===== src/rtl/seq_shift_unit.sv =====
// seq_shift_unit: sequential shifter/rotator that performs one 1-bit step per
// clock. An accepted request latches operand and opcode, runs N single-bit
// steps in SHIFT, then publishes RESULT/CARRY/ZERO/ILLEGAL on entry to FINISH,
// where DONE pulses for one cycle. Only WIDTH = 8 is supported.
module seq_shift_unit #(
  parameter int WIDTH = 8
) (
  input  logic             CLK,
  input  logic             RESET,
  input  logic             START,
  input  logic [2:0]       OPCODE,
  input  logic [WIDTH-1:0] DATA_IN,
  input  logic [WIDTH-1:0] AMOUNT,
  output logic [WIDTH-1:0] RESULT,
  output logic             CARRY,
  output logic             ZERO,
  output logic             BUSY,
  output logic             DONE,
  output logic             ILLEGAL
);

  // Count register must hold 0..WIDTH inclusive, hence one extra bit.
  localparam int SH_W  = $clog2(WIDTH);
  localparam int CNT_W = SH_W + 1;

  localparam logic [WIDTH-1:0] AMT_SAT  = WIDTH'(WIDTH);
  localparam logic [CNT_W-1:0] CNT_SAT  = CNT_W'(WIDTH);
  localparam logic [CNT_W-1:0] CNT_ONE  = CNT_W'(1);
  localparam logic [CNT_W-1:0] CNT_ZERO = {CNT_W{1'b0}};
  localparam logic [WIDTH-1:0] DATA_ZERO = {WIDTH{1'b0}};

  localparam logic [2:0] OP_LSL = 3'b000;
  localparam logic [2:0] OP_LSR = 3'b001;
  localparam logic [2:0] OP_ASR = 3'b010;
  localparam logic [2:0] OP_ROL = 3'b011;
  localparam logic [2:0] OP_ROR = 3'b100;

  typedef enum logic [1:0] {
    ST_IDLE   = 2'b00,
    ST_SHIFT  = 2'b01,
    ST_FINISH = 2'b10
  } state_t;

  // Opcodes 101..111 have no defined operation.
  function automatic logic is_illegal_op(input logic [2:0] op);
    logic ill;
    case (op)
      OP_LSL, OP_LSR, OP_ASR, OP_ROL, OP_ROR: ill = 1'b0;
      default:                                ill = 1'b1;
    endcase
    return ill;
  endfunction

  // Effective step count: linear shifts saturate at WIDTH (further steps
  // would not change the result), rotates wrap modulo WIDTH, illegal is 0.
  function automatic logic [CNT_W-1:0] eff_count(input logic [2:0] op,
                                                 input logic [WIDTH-1:0] amt);
    logic [CNT_W-1:0] cnt;
    case (op)
      OP_LSL, OP_LSR, OP_ASR: begin
        if (amt >= AMT_SAT) begin
          cnt = CNT_SAT;
        end else begin
          cnt = amt[CNT_W-1:0];
        end
      end
      OP_ROL, OP_ROR: cnt = {1'b0, amt[SH_W-1:0]};
      default:        cnt = CNT_ZERO;
    endcase
    return cnt;
  endfunction

  // One 1-bit step; returns {bit moved out, new value}.
  function automatic logic [WIDTH:0] step_fn(input logic [2:0] op,
                                             input logic [WIDTH-1:0] v);
    logic [WIDTH:0] r;
    case (op)
      OP_LSL:  r = {v[WIDTH-1], v[WIDTH-2:0], 1'b0};
      OP_LSR:  r = {v[0], 1'b0, v[WIDTH-1:1]};
      OP_ASR:  r = {v[0], v[WIDTH-1], v[WIDTH-1:1]};
      OP_ROL:  r = {v[WIDTH-1], v[WIDTH-2:0], v[WIDTH-1]};
      OP_ROR:  r = {v[0], v[0], v[WIDTH-1:1]};
      default: r = {1'b0, v};
    endcase
    return r;
  endfunction

  state_t           state_q,   state_d;
  logic [CNT_W-1:0] count_q,   count_d;
  logic [WIDTH-1:0] work_q,    work_d;
  logic [2:0]       op_q,      op_d;
  logic [WIDTH-1:0] result_q,  result_d;
  logic             carry_q,   carry_d;
  logic             zero_q,    zero_d;
  logic             illegal_q, illegal_d;

  logic [CNT_W-1:0] start_cnt_s;
  logic [WIDTH:0]   step_s;

  // Next-state and datapath: accept in IDLE/FINISH, step in SHIFT, and
  // update the published outputs only on the edge that enters FINISH.
  always_comb begin
    state_d     = state_q;
    count_d     = count_q;
    work_d      = work_q;
    op_d        = op_q;
    result_d    = result_q;
    carry_d     = carry_q;
    zero_d      = zero_q;
    illegal_d   = illegal_q;
    start_cnt_s = eff_count(OPCODE, AMOUNT);
    step_s      = step_fn(op_q, work_q);

    case (state_q)
      ST_IDLE, ST_FINISH: begin
        if (START) begin
          work_d  = DATA_IN;
          op_d    = OPCODE;
          count_d = start_cnt_s;
          if (start_cnt_s == CNT_ZERO) begin
            // Nothing to shift: publish the operand unchanged right away.
            state_d   = ST_FINISH;
            result_d  = DATA_IN;
            carry_d   = 1'b0;
            zero_d    = (DATA_IN == DATA_ZERO);
            illegal_d = is_illegal_op(OPCODE);
          end else begin
            state_d = ST_SHIFT;
          end
        end else begin
          state_d = ST_IDLE;
        end
      end

      ST_SHIFT: begin
        // START is deliberately not looked at here.
        work_d  = step_s[WIDTH-1:0];
        count_d = count_q - CNT_ONE;
        if (count_q == CNT_ONE) begin
          state_d   = ST_FINISH;
          result_d  = step_s[WIDTH-1:0];
          carry_d   = step_s[WIDTH];
          zero_d    = (step_s[WIDTH-1:0] == DATA_ZERO);
          illegal_d = 1'b0;
        end else begin
          state_d = ST_SHIFT;
        end
      end

      default: begin
        state_d = ST_IDLE;
        count_d = CNT_ZERO;
      end
    endcase
  end

  // State and result registers with asynchronous reset to the idle/empty view.
  always_ff @(posedge CLK or posedge RESET) begin
    if (RESET) begin
      state_q   <= ST_IDLE;
      count_q   <= CNT_ZERO;
      work_q    <= DATA_ZERO;
      op_q      <= 3'b000;
      result_q  <= DATA_ZERO;
      carry_q   <= 1'b0;
      zero_q    <= 1'b1;
      illegal_q <= 1'b0;
    end else begin
      state_q   <= state_d;
      count_q   <= count_d;
      work_q    <= work_d;
      op_q      <= op_d;
      result_q  <= result_d;
      carry_q   <= carry_d;
      zero_q    <= zero_d;
      illegal_q <= illegal_d;
    end
  end

  assign RESULT  = result_q;
  assign CARRY   = carry_q;
  assign ZERO    = zero_q;
  assign ILLEGAL = illegal_q;
  assign BUSY    = (state_q == ST_SHIFT);
  assign DONE    = (state_q == ST_FINISH);

  seq_shift_unit_chk #(
    .WIDTH (WIDTH)
  ) u_chk (
    .CLK    (CLK),
    .RESET  (RESET),
    .BUSY   (BUSY),
    .DONE   (DONE),
    .RESULT (RESULT)
  );

endmodule

// seq_shift_unit_chk: protocol properties of the shifter's status outputs.
module seq_shift_unit_chk #(
  parameter int WIDTH = 8
) (
  input logic             CLK,
  input logic             RESET,
  input logic             BUSY,
  input logic             DONE,
  input logic [WIDTH-1:0] RESULT
);

  // BUSY and DONE come from mutually exclusive states.
  a_busy_done_excl: assert property (@(posedge CLK) disable iff (RESET)
    !(BUSY && DONE));

  // The published result never moves while an operation is in flight.
  a_result_hold: assert property (@(posedge CLK) disable iff (RESET)
    (BUSY && $past(BUSY)) |-> $stable(RESULT));

endmodule


===== config.mk =====
export PLATFORM = sky130hd
export DESIGN_NAME = seq_shift_unit
export DESIGN_NICKNAME = d
export VERILOG_FILES = /design/src/rtl/seq_shift_unit.sv
export SDC_FILE = /design/constraint.sdc
export NUM_CORES = 1
export LEC_CHECK = 0
export BUFFER_PORTS_ARGS = -buffer_cell sky130_fd_sc_hd__buf_2
export CAP_MARGIN = 25
export CORE_ASPECT_RATIO = 0.9
export CORE_UTILIZATION = 50
export DETAILED_ROUTE_END_ITERATION = 12
export HOLD_SLACK_MARGIN = 0.05
export PLACE_DENSITY = 0.78
export SYNTH_ARGS = -nofsm -noshare
export SYNTH_HDL_FRONTEND = slang
export SYNTH_SLANG_ARGS = --single-unit

===== constraint.sdc =====
create_clock -name CLK -period 2.1 [get_ports CLK]
set_input_delay 0 -clock CLK [delete_from_list [all_inputs] [get_ports CLK]]
set_output_delay 0 -clock CLK [all_outputs]
set_load 0.01 [all_outputs]

# Word-level counts from Yosys, hierarchy flattened
# Index checks and enable logic that the tools add are counted.
[op_classes]
n_mux = 28
magnitude_cmp = 1
reduce_logical = 14
eq_ne = 14
addsub = 1
[op_table]
columns = ["cell", "n"]
rows = [
  ["$pmux W9 S5", 1],
  ["$mux W8", 4],
  ["$pmux W8 S2", 2],
  ["$logic_not A8 Y1", 2],
  ["$pmux W4 S2", 2],
  ["$eq A3 B2 Y1 const B", 4],
  ["$mux W1", 10],
  ["$ge A8 B4 Y1 const B", 1],
  ["$mux W4", 2],
  ["$eq A3 B1 Y1 const B", 2],
  ["$eq A3 B3 Y1 const B", 2],
  ["$logic_not A3 Y1", 2],
  ["$mux W2", 3],
  ["$pmux W1 S2", 3],
  ["$reduce_or A5 Y1", 1],
  ["$eq A4 B1 Y1 const B", 1],
  ["$logic_not A4 Y1", 1],
  ["$ne A2 B2 Y1 const B", 2],
  ["$pmux W2 S2", 1],
  ["$reduce_and A2 Y1", 2],
  ["$reduce_and A4 Y1", 1],
  ["$reduce_or A2 Y1", 2],
  ["$sub A4 B1 Y4 const B", 1],
  ["$reduce_or A3 Y1", 1],
  ["5 further kinds", 5],
]
[word_totals]
register_bits = 28
elab_cells = 66
inputBits = 22

# Depth between registers and ports, before layout
# Gate-level depths: netlist of run 1.
[depth]
word_depth = 7
ltp_mapped = 7

# Worst setup path before layout of run 1
# No wires, ideal clock.
[synth_timing]
kind = "reg2reg"
from = "register op_q[0]"
to = "register work_q[2]"
required_time_ns = 1.975
slack_ns = 0.321
stages_incl_launch_ff = 6
arrival_ns = 1.654
path_buffers = 0
setup_ns = 0.125
path_cell_list = "dfrtp_1 -> xnor2_2 -> mux2_2 -> o21ai_1 -> o21ai_0 -> mux2_2"
[synth_between]
elab_chain_len = 3
word_cells_on_any_way = 7
[synth_lines]
columns = ["item", "line_no", "text"]
rows = [
  ["from (decl)", "91", "logic [2:0] op_q, op_d;"],
  ["from (signal assigned)", "172", "op_q <= op_d;"],
  ["$eq A3 B3 Y1 (tied with other cells)", "77", "case (op)"],
  ["$pmux W9 S5 (*)", "77", ""],
  ["$pmux W8 S2 (*)", "114", "case (state_q)"],
  ["to (signal assigned)", "171", "work_q <= work_d;"],
  ["to (decl)", "90", "logic [WIDTH-1:0] work_q, work_d;"],
]
# Every way passes the cells marked *; elsewhere a longest branch is shown, timed or not.
# A chain may end at the register's enable or synchronous reset.

# Worst setup path in the final report of run 1
[layout_timing]
from = "register op_q[0]"
to = "register zero_q, in the netlist ZERO"
[layout_between]
elab_chain_len = 5
word_cells_on_any_way = 9
[layout_lines]
columns = ["item", "line_no", "text"]
rows = [
  ["$eq A3 B3 Y1 (tied with other cells)", "77", ""],
  ["$pmux W9 S5 (*)", "77", ""],
  ["$logic_not A8 Y1 (*)", "143", "zero_d = (step_s[WIDTH-1:0] == DATA_ZERO);"],
  ["$mux W1 (*)", "139", "if (count_q == CNT_ONE) begin"],
  ["$pmux W1 S2 (*)", "114", ""],
  ["to (signal assigned)", "175", "zero_q <= zero_d;"],
  ["to (decl)", "94", "logic zero_q, zero_d;"],
]
# Every way passes the cells marked *; elsewhere a longest branch is shown, timed or not. The select of a mux whose other input is x is not followed.

==> results of run 1 <==
[flip-flops by register name, indices dropped and copies added, names as in the netlist]
register and flops:
state_q 2, ZERO 1, op_q 3, RESULT 8, ILLEGAL 1, count_q 4
work_q 8, CARRY 1
[metal layers]
layer | wire length [microns] | vias up | global-route usage
li1 | - | 728 | -
met1 | 1920 | 773 | 0.371
met2 | 2050 | 52 | 0.425
met3 | 213 | 12 | 0.0225
met4 | 80 | 0 | 0.0831
met5 | 0 | - | 0
[placed cells by master, fill, tap and decap left out, types with 4 or more instances in the layout]
cell type       n
o211ai_1        4
dlygate4sd3_1  15
nor2_1         16
nand2_1        21
o21ai_0        13
dfrtp_1        24
nor3_1          4
or3_1           5
mux2i_1        10
buf_2          34
a21oi_1        11
mux2_2         16
buf_4           7
[layout make-up]
class / instances / area (sq um) / area share
multi-input cells: 134 / 902 / 0.429
flip-flops and latches: 28 / 706 / 0.336
repair buffers: 56 / 373 / 0.177
well taps: 42 / 52.6 / 0.0250
clock inverters: 1 / 30.0 / 0.0143
clock buffers: 3 / 22.5 / 0.0107
inverters: 4 / 15.0 / 0.00715
[power groups by stage]
stage	logic (mW)	clock network [mW]	registers, mW
after floorplan	1.36	0	1.06
final	2.02	0.356	1.16
after global routing	2.20	0.377	1.19
after detailed placement	1.83	0	1.13
after CTS	1.91	0.359	1.12
after global placement	1.77	0	1.11
[kinds of logic (layout without fill, tap and decap cells)]
logic type	count (synthesis)	after routing	share of synthesized area
AND/OR/NAND/NOR	65	65	0.191
AO/OA/AOI/OAI	39	39	0.144
flip-flops	28	28	0.431
multiplexers	26	26	0.172
buffers and inverters	11	64	0.0307
adder cells (fa/ha/maj)	2	2	0.0154
XOR/XNOR	2	2	0.0154
[tightest hold or removal path: stages]
cell and delay, ns:
buf_2 0.12, nand2b_1 0.12, nand2_1 0.09, nand2_1 0.04
[timing repair]
item / in CTS / in global routing
endpoints found under the setup margin: 0 / 2
hold buffers: 16 / 0
hold endpoints to repair: 43 / 0
resized for setup: 0 / 8
buffers inserted: 0 / 1
[per-stage QoR]
step           std cells  worst slack [ns]   util  hold WS, ns  power [mW]
6_report             268             0.157  0.685       0.0517        3.53
5_1_grt              268            0.0622  0.685       0.0599        3.77
4_1_cts              268             0.111  0.676       0.0546        3.38
3_5_place_dp         248             0.125  0.607       0.0802        2.96
3_3_place_gp         248             0.238  0.607       0.0713        2.88
2_1_floorplan        173             0.321      -       0.0647        2.42
[path summary, 6_finish.rpt]
kind / slack (ns) / cells after the start / endpoint
worst max-delay path: 0.16 / 7 / ZERO$_DFFE_PP1P_
worst min-delay path: 0.05 / 4 / op_q[1]$_DFFE_PP0P_
worst max register to register: 0.16 / 7 / ZERO$_DFFE_PP1P_
worst min register to register: 0.52 / 1 / RESULT[6]$_DFFE_PP0P_
max in group asynchronous: 1.55 / 4 / ZERO$_DFFE_PP1P_
min in group asynchronous: 0.24 / 4 / RESULT[1]$_DFFE_PP0P_
==> flow_summary.ini, run 1 <==
[synth]
syn-cell-area_sq_um = 1630
synth_cell_types = 37
synth_most_common_cell = dfrtp_1
synth_common_cells = dfrtp_1, nand2_1, nor2_1
seq_area_frac_synth = 0.431
async_flop_share = 1.00
yosysTopAreaCellShare = 0.415
syn_inst = 173
synth_area_leaders = dfrtp_1, mux2_2, mux2i_1
synth-seq-cells = 28
synth_top_area_cell = dfrtp_1
ys_warn_count = 0
synthFlopType = dfrtp_1
synth_nets = 197
synth-edff-count = 0
synth_area_per_cell_sq_um = 9.41

[global_route]
grt_pass1_wl_microns = 7250
grt_antenna_before_repair = 0
globalRouteTotalUtil = 0.261
grt_overflow = 0
first_global_vias = 1501
grt_max_degree = 29

[worst_setup_path]
cp_slowest_cell = dfrtp_2
crit_arrival_ns = 2.21
cp_slowest_stage_delay_ns = 0.51
critical_path_required_ns = 2.36
crit_family = simple AND/OR/NAND/NOR gates
start_kind = flip-flop
r2r-start = op_q[0]$_DFFE_PP0P_
setup.worst_path.start = op_q[0]$_DFFE_PP0P_
worstPathCellList = buf_4 -> or3_1 -> o211ai_1 -> o21ai_1 -> nor4_2 -> nand4_1 -> a31oi_1
path_max_fanout = 8
critPathBufInv = 1
crit_path_end_kind = flip-flop
critical_path_class = reg -> reg

[sta]
worst_slew_pin_slew_ns = 0.424
setup_viol = 0
rsz0062_at_grt = false
fin_crit_ns = 1.94
slew_headroom = 0.717
slew_viol_final = 0
clock_skew_ns = 0.00879
finalSetupTns_ns = 0
period_share = 0.925
fmax_mhz = 515
hold_viol = 0

[pwr]
pwr-share-seq = 0.327
combinationalPowerShare = 0.572
p_per_area_nw_per_um2 = 1680
vdd_ir_drop_max_mv = 1.04
netSwitchingPower_mw = 1.55
p_sw_frac = 0.440
intPower_mw = 1.98
clkPwrFrac = 0.101
p_leak_nw = 0.964

[cts]
root_buffer = clkbuf_4
clock-sinks = 28
cts_tree = done
htree_levels = 1
cts.clk_slew.worst_paths_ns = 0.16
clock_latency_ns = 0.33
cts_buffers = 3
cts_buffer_depth = 2

[status]
status = complete, no violations

[routing]
via_per_inst = 5.84
drc_errors = 0
wire_per_inst_microns = 15.9
dr.pass1.iters = 4
drt_iter0_markers = 64
vias = 1565
routed_wl_microns = 4260
antenna_left = 0

[placement]
dp_hpwl_microns = 2840
place_congestion = 0.881
port_buffers = 34
dpl_cell_area_sq_um = 1860

[finish]
fin_area_sq_um = 2100
drive_above_1_share = 0.319
fillerInstances = 218
n_antenna_cell = 0
area_delta_synth_final_pct = 29.1
fin_nets = 251

[hold_path]
hold_class = in -> reg
hold_start = START

[floorplanning]
die_x_microns = 62.1
coreArea_sq_um = 3070
die-height_microns = 56.1
ios = 35
start_util = 0.531
rows = 19
die-area_sq_um = 3490

[job]
maxCapViolCount = 0
Power figures use the tool's default switching activity.
==> inputs of run 2 (changes only) <==
- CELL_PAD_IN_SITES_DETAIL_PLACEMENT: unset -> 1
- CELL_PAD_IN_SITES_GLOBAL_PLACEMENT: unset -> 2
- CORE_UTILIZATION: 50 -> 33
- PLACE_DENSITY: 0.78 -> 0.83
==> run 2 against run 1 <==
Net effect: total power is 1.5% lower; utilization is 24 points lower; register-to-register slack barely moved; sequential cell count is the same; worst hold slack better by 0.0041 ns; wire length increased by 7.1%; clock skew decreased by 0.0042 ns.
==> flow_summary.ini, run 2 (same netlist as run 1, synthesis figures left out) <==
[status]
status = complete, no violations

[worst_setup_path]
critical_path_required_ns = 2.30
critical_path_class = in -> reg
crit_arrival_ns = 2.22
path_max_fanout = 2
start_kind = primary input
crit_path_end_kind = flip-flop

[finish]
drive_above_1_share = 0.320
layout_common_cells = buf_2, dfrtp_1, nand2_1, mux2_2, nor2_1
final_util = 0.447
n_antenna_cell = 0
multi_input_area_sq_um = 902
fin_nets = 244
fin_area_sq_um = 2060
fillerInstances = 569
fin_cells = 281
final_common_cell = buf_2
area_delta_synth_final_pct = 26.4
register_area_sq_um = 704

[placement]
port_buffers = 34
dp_hpwl_microns = 3410
place_congestion = 0.841
post-place-ws_ns = 0.107
dpl_cell_area_sq_um = 1890
placed_cells = 269

[sta]
fmax_mhz = 495
setup_viol = 0
finalSetupTns_ns = 0
rsz0062_at_grt = false
slew_viol_final = 0
worst_slew_pin_slew_ns = 0.414
period_share = 0.962
setup_ws_ns = 0.0794
hold_viol = 0
clock_skew_ns = 0.00463
fin_crit_ns = 2.02
slew_headroom = 0.723
hold_ws_ns = 0.0557

[hold_path]
hold_class = in -> reg

[routing]
dr.pass1.iters = 4
drt_iter0_markers = 96
vias = 1466
drc_errors = 0
routed_wl_microns = 4570
via_per_inst = 5.22
antenna_left = 0
wire_per_inst_microns = 16.2

[floorplanning]
die_x_microns = 76.0
start_util = 0.354
ios = 35
die-area_sq_um = 5220
rows = 23
die-height_microns = 68.6
coreArea_sq_um = 4600

[pwr]
p_leak_nw = 0.937
vdd_ir_drop_max_mv = 0.679
p_total_mw = 3.48
clkPwrFrac = 0.096
netSwitchingPower_mw = 1.56
p_per_area_nw_per_um2 = 1690
intPower_mw = 1.92
p_sw_frac = 0.449
pwr-share-seq = 0.333
combinationalPowerShare = 0.570

[global_route]
first_global_vias = 1536
globalRouteTotalUtil = 0.186
grt_pass1_wl_microns = 7640
grt_antenna_before_repair = 0
grt_overflow = 0
grt_max_degree = 29

[cts]
htree_levels = 1
cts_buffers = 3
cts_setup_buffers = 0
cts_tree = done
clock-sinks = 28
cts.clk_slew.worst_paths_ns = 0.10
clock_latency_ns = 0.27
root_buffer = clkbuf_8
cts_buffer_depth = 2

[job]
maxCapViolCount = 0
run 2: per-layer routing:
metal	vias to the layer above	track usage	part of all wire
met3	5	0.0171	0.023
met5	-	0	0
met1	727	0.269	0.53
li1	713	-	-
met2	21	0.306	0.44
met4	0	0.0433	0.0074
run 2: cell type report:
type                    instances  share of cell area
well taps                      62              0.0377
multi-input cells             134               0.439
clock buffers                   4              0.0268
repair buffers                 49               0.147
flip-flops and latches         28               0.342
inverters                       4             0.00730
run 2: what timing repair did:
action                     CTS  global route
gates resized for setup      0             6
setup endpoints to repair    0             4
hold buffers                 8             0
hold endpoints to repair    32             0
run 2: path summary, 6_finish.rpt:
check | from | end | slack [ns] | cells after the start
hold / removal | AMOUNT[2] | count_q[2]$_DFFE_PP0P_ | 0.06 | 3
min in group asynchronous | RESET | RESULT[4]$_DFFE_PP0P_ | 0.32 | 4
hold reg to reg | RESULT[3]$_DFFE_PP0P_ | RESULT[3]$_DFFE_PP0P_ | 0.51 | 1
setup / recovery | DATA_IN[2] | ZERO$_DFFE_PP1P_ | 0.08 | 7
max in group asynchronous | RESET | ZERO$_DFFE_PP1P_ | 1.47 | 4
setup reg to reg | op_q[1]$_DFFE_PP0P_ | ZERO$_DFFE_PP1P_ | 0.16 | 7
run 2: power groups by stage:
stage	sequential, mW	clock, mW	combinational [mW]
final	1.16	0.335	1.98
after global placement	1.12	0	1.84
after detailed placement	1.14	0	1.92
after CTS	1.13	0.345	1.94
after floorplan	1.06	0	1.36
after global routing	1.20	0.362	2.20
run 2: critical path, cell delays in order:
cell           delay, ns
dlygate4sd3_1       0.54
buf_2               0.14
nor4_2              0.13
dlygate4sd3_1       0.59
nand3_1             0.07
dlygate4sd3_1       0.56
a31oi_1             0.19
==> inputs of run 3 (changes only) <==
- CORE_UTILIZATION: 33 -> 30
- PLACE_DENSITY: 0.83 -> 0.77
==> run 3 against run 2 <==
Net effect: critical endpoint is now RESULT[3]$_DFFE_PP0P_; wire length fell by 0.74%; non-clock buffer count increased by 1; first-iteration DRC count decreased by 55%; highest routed layer unchanged; clock skew up 0.00093 ns; worst setup slack gained 0.12 ns; via count shrank 1.1%; combinational power shrank 3%; cell area up 0.30%; die area up 9.7%; sequential power is essentially flat.
==> flow_summary.ini, run 3 (same netlist as run 1, synthesis figures left out) <==
[hold_path]
hold_class = in -> reg
hold_depth = 3

[finish]
drive_above_1_share = 0.314
area_delta_synth_final_pct = 26.7
layout_common_cells = buf_2, dfrtp_1, nand2_1, nor2_1, mux2_2
multi_input_area_sq_um = 882
fillerInstances = 619
register_area_sq_um = 703
final_common_cell = buf_2
fin_cells = 287
fin_nets = 245
n_antenna_cell = 0

[routing]
drc_errors = 0
vias = 1450
wire_per_inst_microns = 15.8
via_per_inst = 5.05
antenna_left = 0
routed_wl_microns = 4530
drt_iter0_markers = 43
dr.pass1.iters = 4

[sta]
clock_skew_ns = 0.00555
period_share = 0.907
fmax_mhz = 525
worst_slew_pin_slew_ns = 0.478
setup_viol = 0
hold_viol = 0
finalSetupTns_ns = 0
fin_crit_ns = 1.91
slew_viol_final = 0
slew_headroom = 0.681
rsz0062_at_grt = false
hold_ws_ns = 0.0786

[cts]
clock_latency_ns = 0.28
htree_levels = 1
cts.clk_slew.worst_paths_ns = 0.10
root_buffer = clkbuf_8
cts_setup_buffers = 0
cts_buffer_depth = 2
cts_buffers = 3
clock-sinks = 28
cts_tree = done

[worst_setup_path]
critical_path_class = reg -> reg
cp_slowest_cell = dfrtp_1
critPathBufInv = 1
crit_arrival_ns = 2.07
start_kind = flip-flop
cp_slowest_stage_delay_ns = 0.49
reg2regPathDepth = 6
critical_path_required_ns = 2.27
cpMostUsedCell = mux2_2
crit_family = multiplexers
path_max_fanout = 8
worstPathCellList = xnor2_2 -> buf_4 -> mux2_2 -> o21ai_1 -> o21ai_0 -> mux2_2
crit_path_end_kind = flip-flop
path_depth = 6

[global_route]
grt_max_degree = 29
globalRouteTotalUtil = 0.174
grt_pass1_wl_microns = 7730
grt_antenna_before_repair = 0
first_global_vias = 1506
grt_overflow = 0

[placement]
placed_cells = 276
place_congestion = 0.776
dp_hpwl_microns = 3220
port_buffers = 34

[pwr]
p_sw_frac = 0.430
combinationalPowerShare = 0.550
netSwitchingPower_mw = 1.51
vdd_ir_drop_max_mv = 0.578
intPower_mw = 2.00
pwr-share-seq = 0.327
p_per_area_nw_per_um2 = 1700
p_leak_nw = 0.946
clkPwrFrac = 0.123

[floorplanning]
rows = 25
die-area_sq_um = 5720
coreArea_sq_um = 5220
die-height_microns = 71.9
die_x_microns = 79.6
ios = 35
start_util = 0.312

[job]
maxCapViolCount = 0

[status]
status = complete, no violations
## run 3: cell count changes in the layout (fill, tap and decap cells not counted), sizes merged
cell and change:
buf +2, bufinv +1, clkbuf -1, dlygate4sd3 -1
## run 3: final cells by class
class | instances | area share
Multi-Input combinational cell | 134 | 0.428
Tap cell | 67 | 0.0406
Clock buffer | 3 | 0.0200
Clock inverter | 1 | 0.0146
Timing Repair Buffer | 50 | 0.149
Sequential cell | 28 | 0.341
Inverter | 4 | 0.00728
## run 3: stage by stage
step	area, sq um	utilization	power [mW]	setup slack (ns)
2_1_floorplan	1630	-	2.42	0.321
3_3_place_gp	1910	0.366	3.04	0.211
3_5_place_dp	1910	0.366	3.06	0.154
4_1_cts	2070	0.395	3.52	0.0724
5_1_grt	2060	0.395	3.81	0.0323
6_report	2060	0.395	3.50	0.195
## run 3: worst reg2reg max path: stages (launching register included)
cell and delay, ns:
dfrtp_1 0.49, xnor2_2 0.19, buf_4 0.19, mux2_2 0.35, o21ai_1 0.18, o21ai_0 0.13
mux2_2 0.28
## run 3: final timing paths
kind / start / to / slack [ns]
worst max-delay path: op_q[0]$_DFFE_PP0P_ / RESULT[3]$_DFFE_PP0P_ / 0.19
worst min-delay path: AMOUNT[2] / count_q[2]$_DFFE_PP0P_ / 0.08
worst max register to register: op_q[0]$_DFFE_PP0P_ / RESULT[3]$_DFFE_PP0P_ / 0.19
worst min register to register: RESULT[0]$_DFFE_PP0P_ / RESULT[0]$_DFFE_PP0P_ / 0.51
max in group asynchronous: RESET / ZERO$_DFFE_PP1P_ / 1.47
min in group asynchronous: RESET / ILLEGAL$_DFFE_PP0P_ / 0.32
## run 3: power by group through the flow
stage          Clock, mW  Combinational [mW]  Sequential, mW
2_1_floorplan          0                1.36            1.06
3_3_place_gp           0                1.89            1.14
3_5_place_dp           0                1.91            1.14
4_1_cts            0.440                1.94            1.14
5_1_grt            0.454                2.16            1.19
6_report           0.429                1.93            1.15
## run 3: per-layer routing
| layer | wire [microns] | track usage | vias up |
|---|---|---|---|
| li1 | - | - | 716 |
| met1 | 2370 | 0.255 | 708 |
| met2 | 1990 | 0.263 | 22 |
| met3 | 103 | 0.0153 | 4 |
| met4 | 63 | 0.0707 | 0 |
| met5 | 0 | 0 | - |
## run 3: repair_timing
action / CTS / global route
gates resized for setup: 0 / 2
hold endpoints to repair: 32 / 0
hold buffers: 8 / 0
endpoints found under the setup margin: 0 / 3
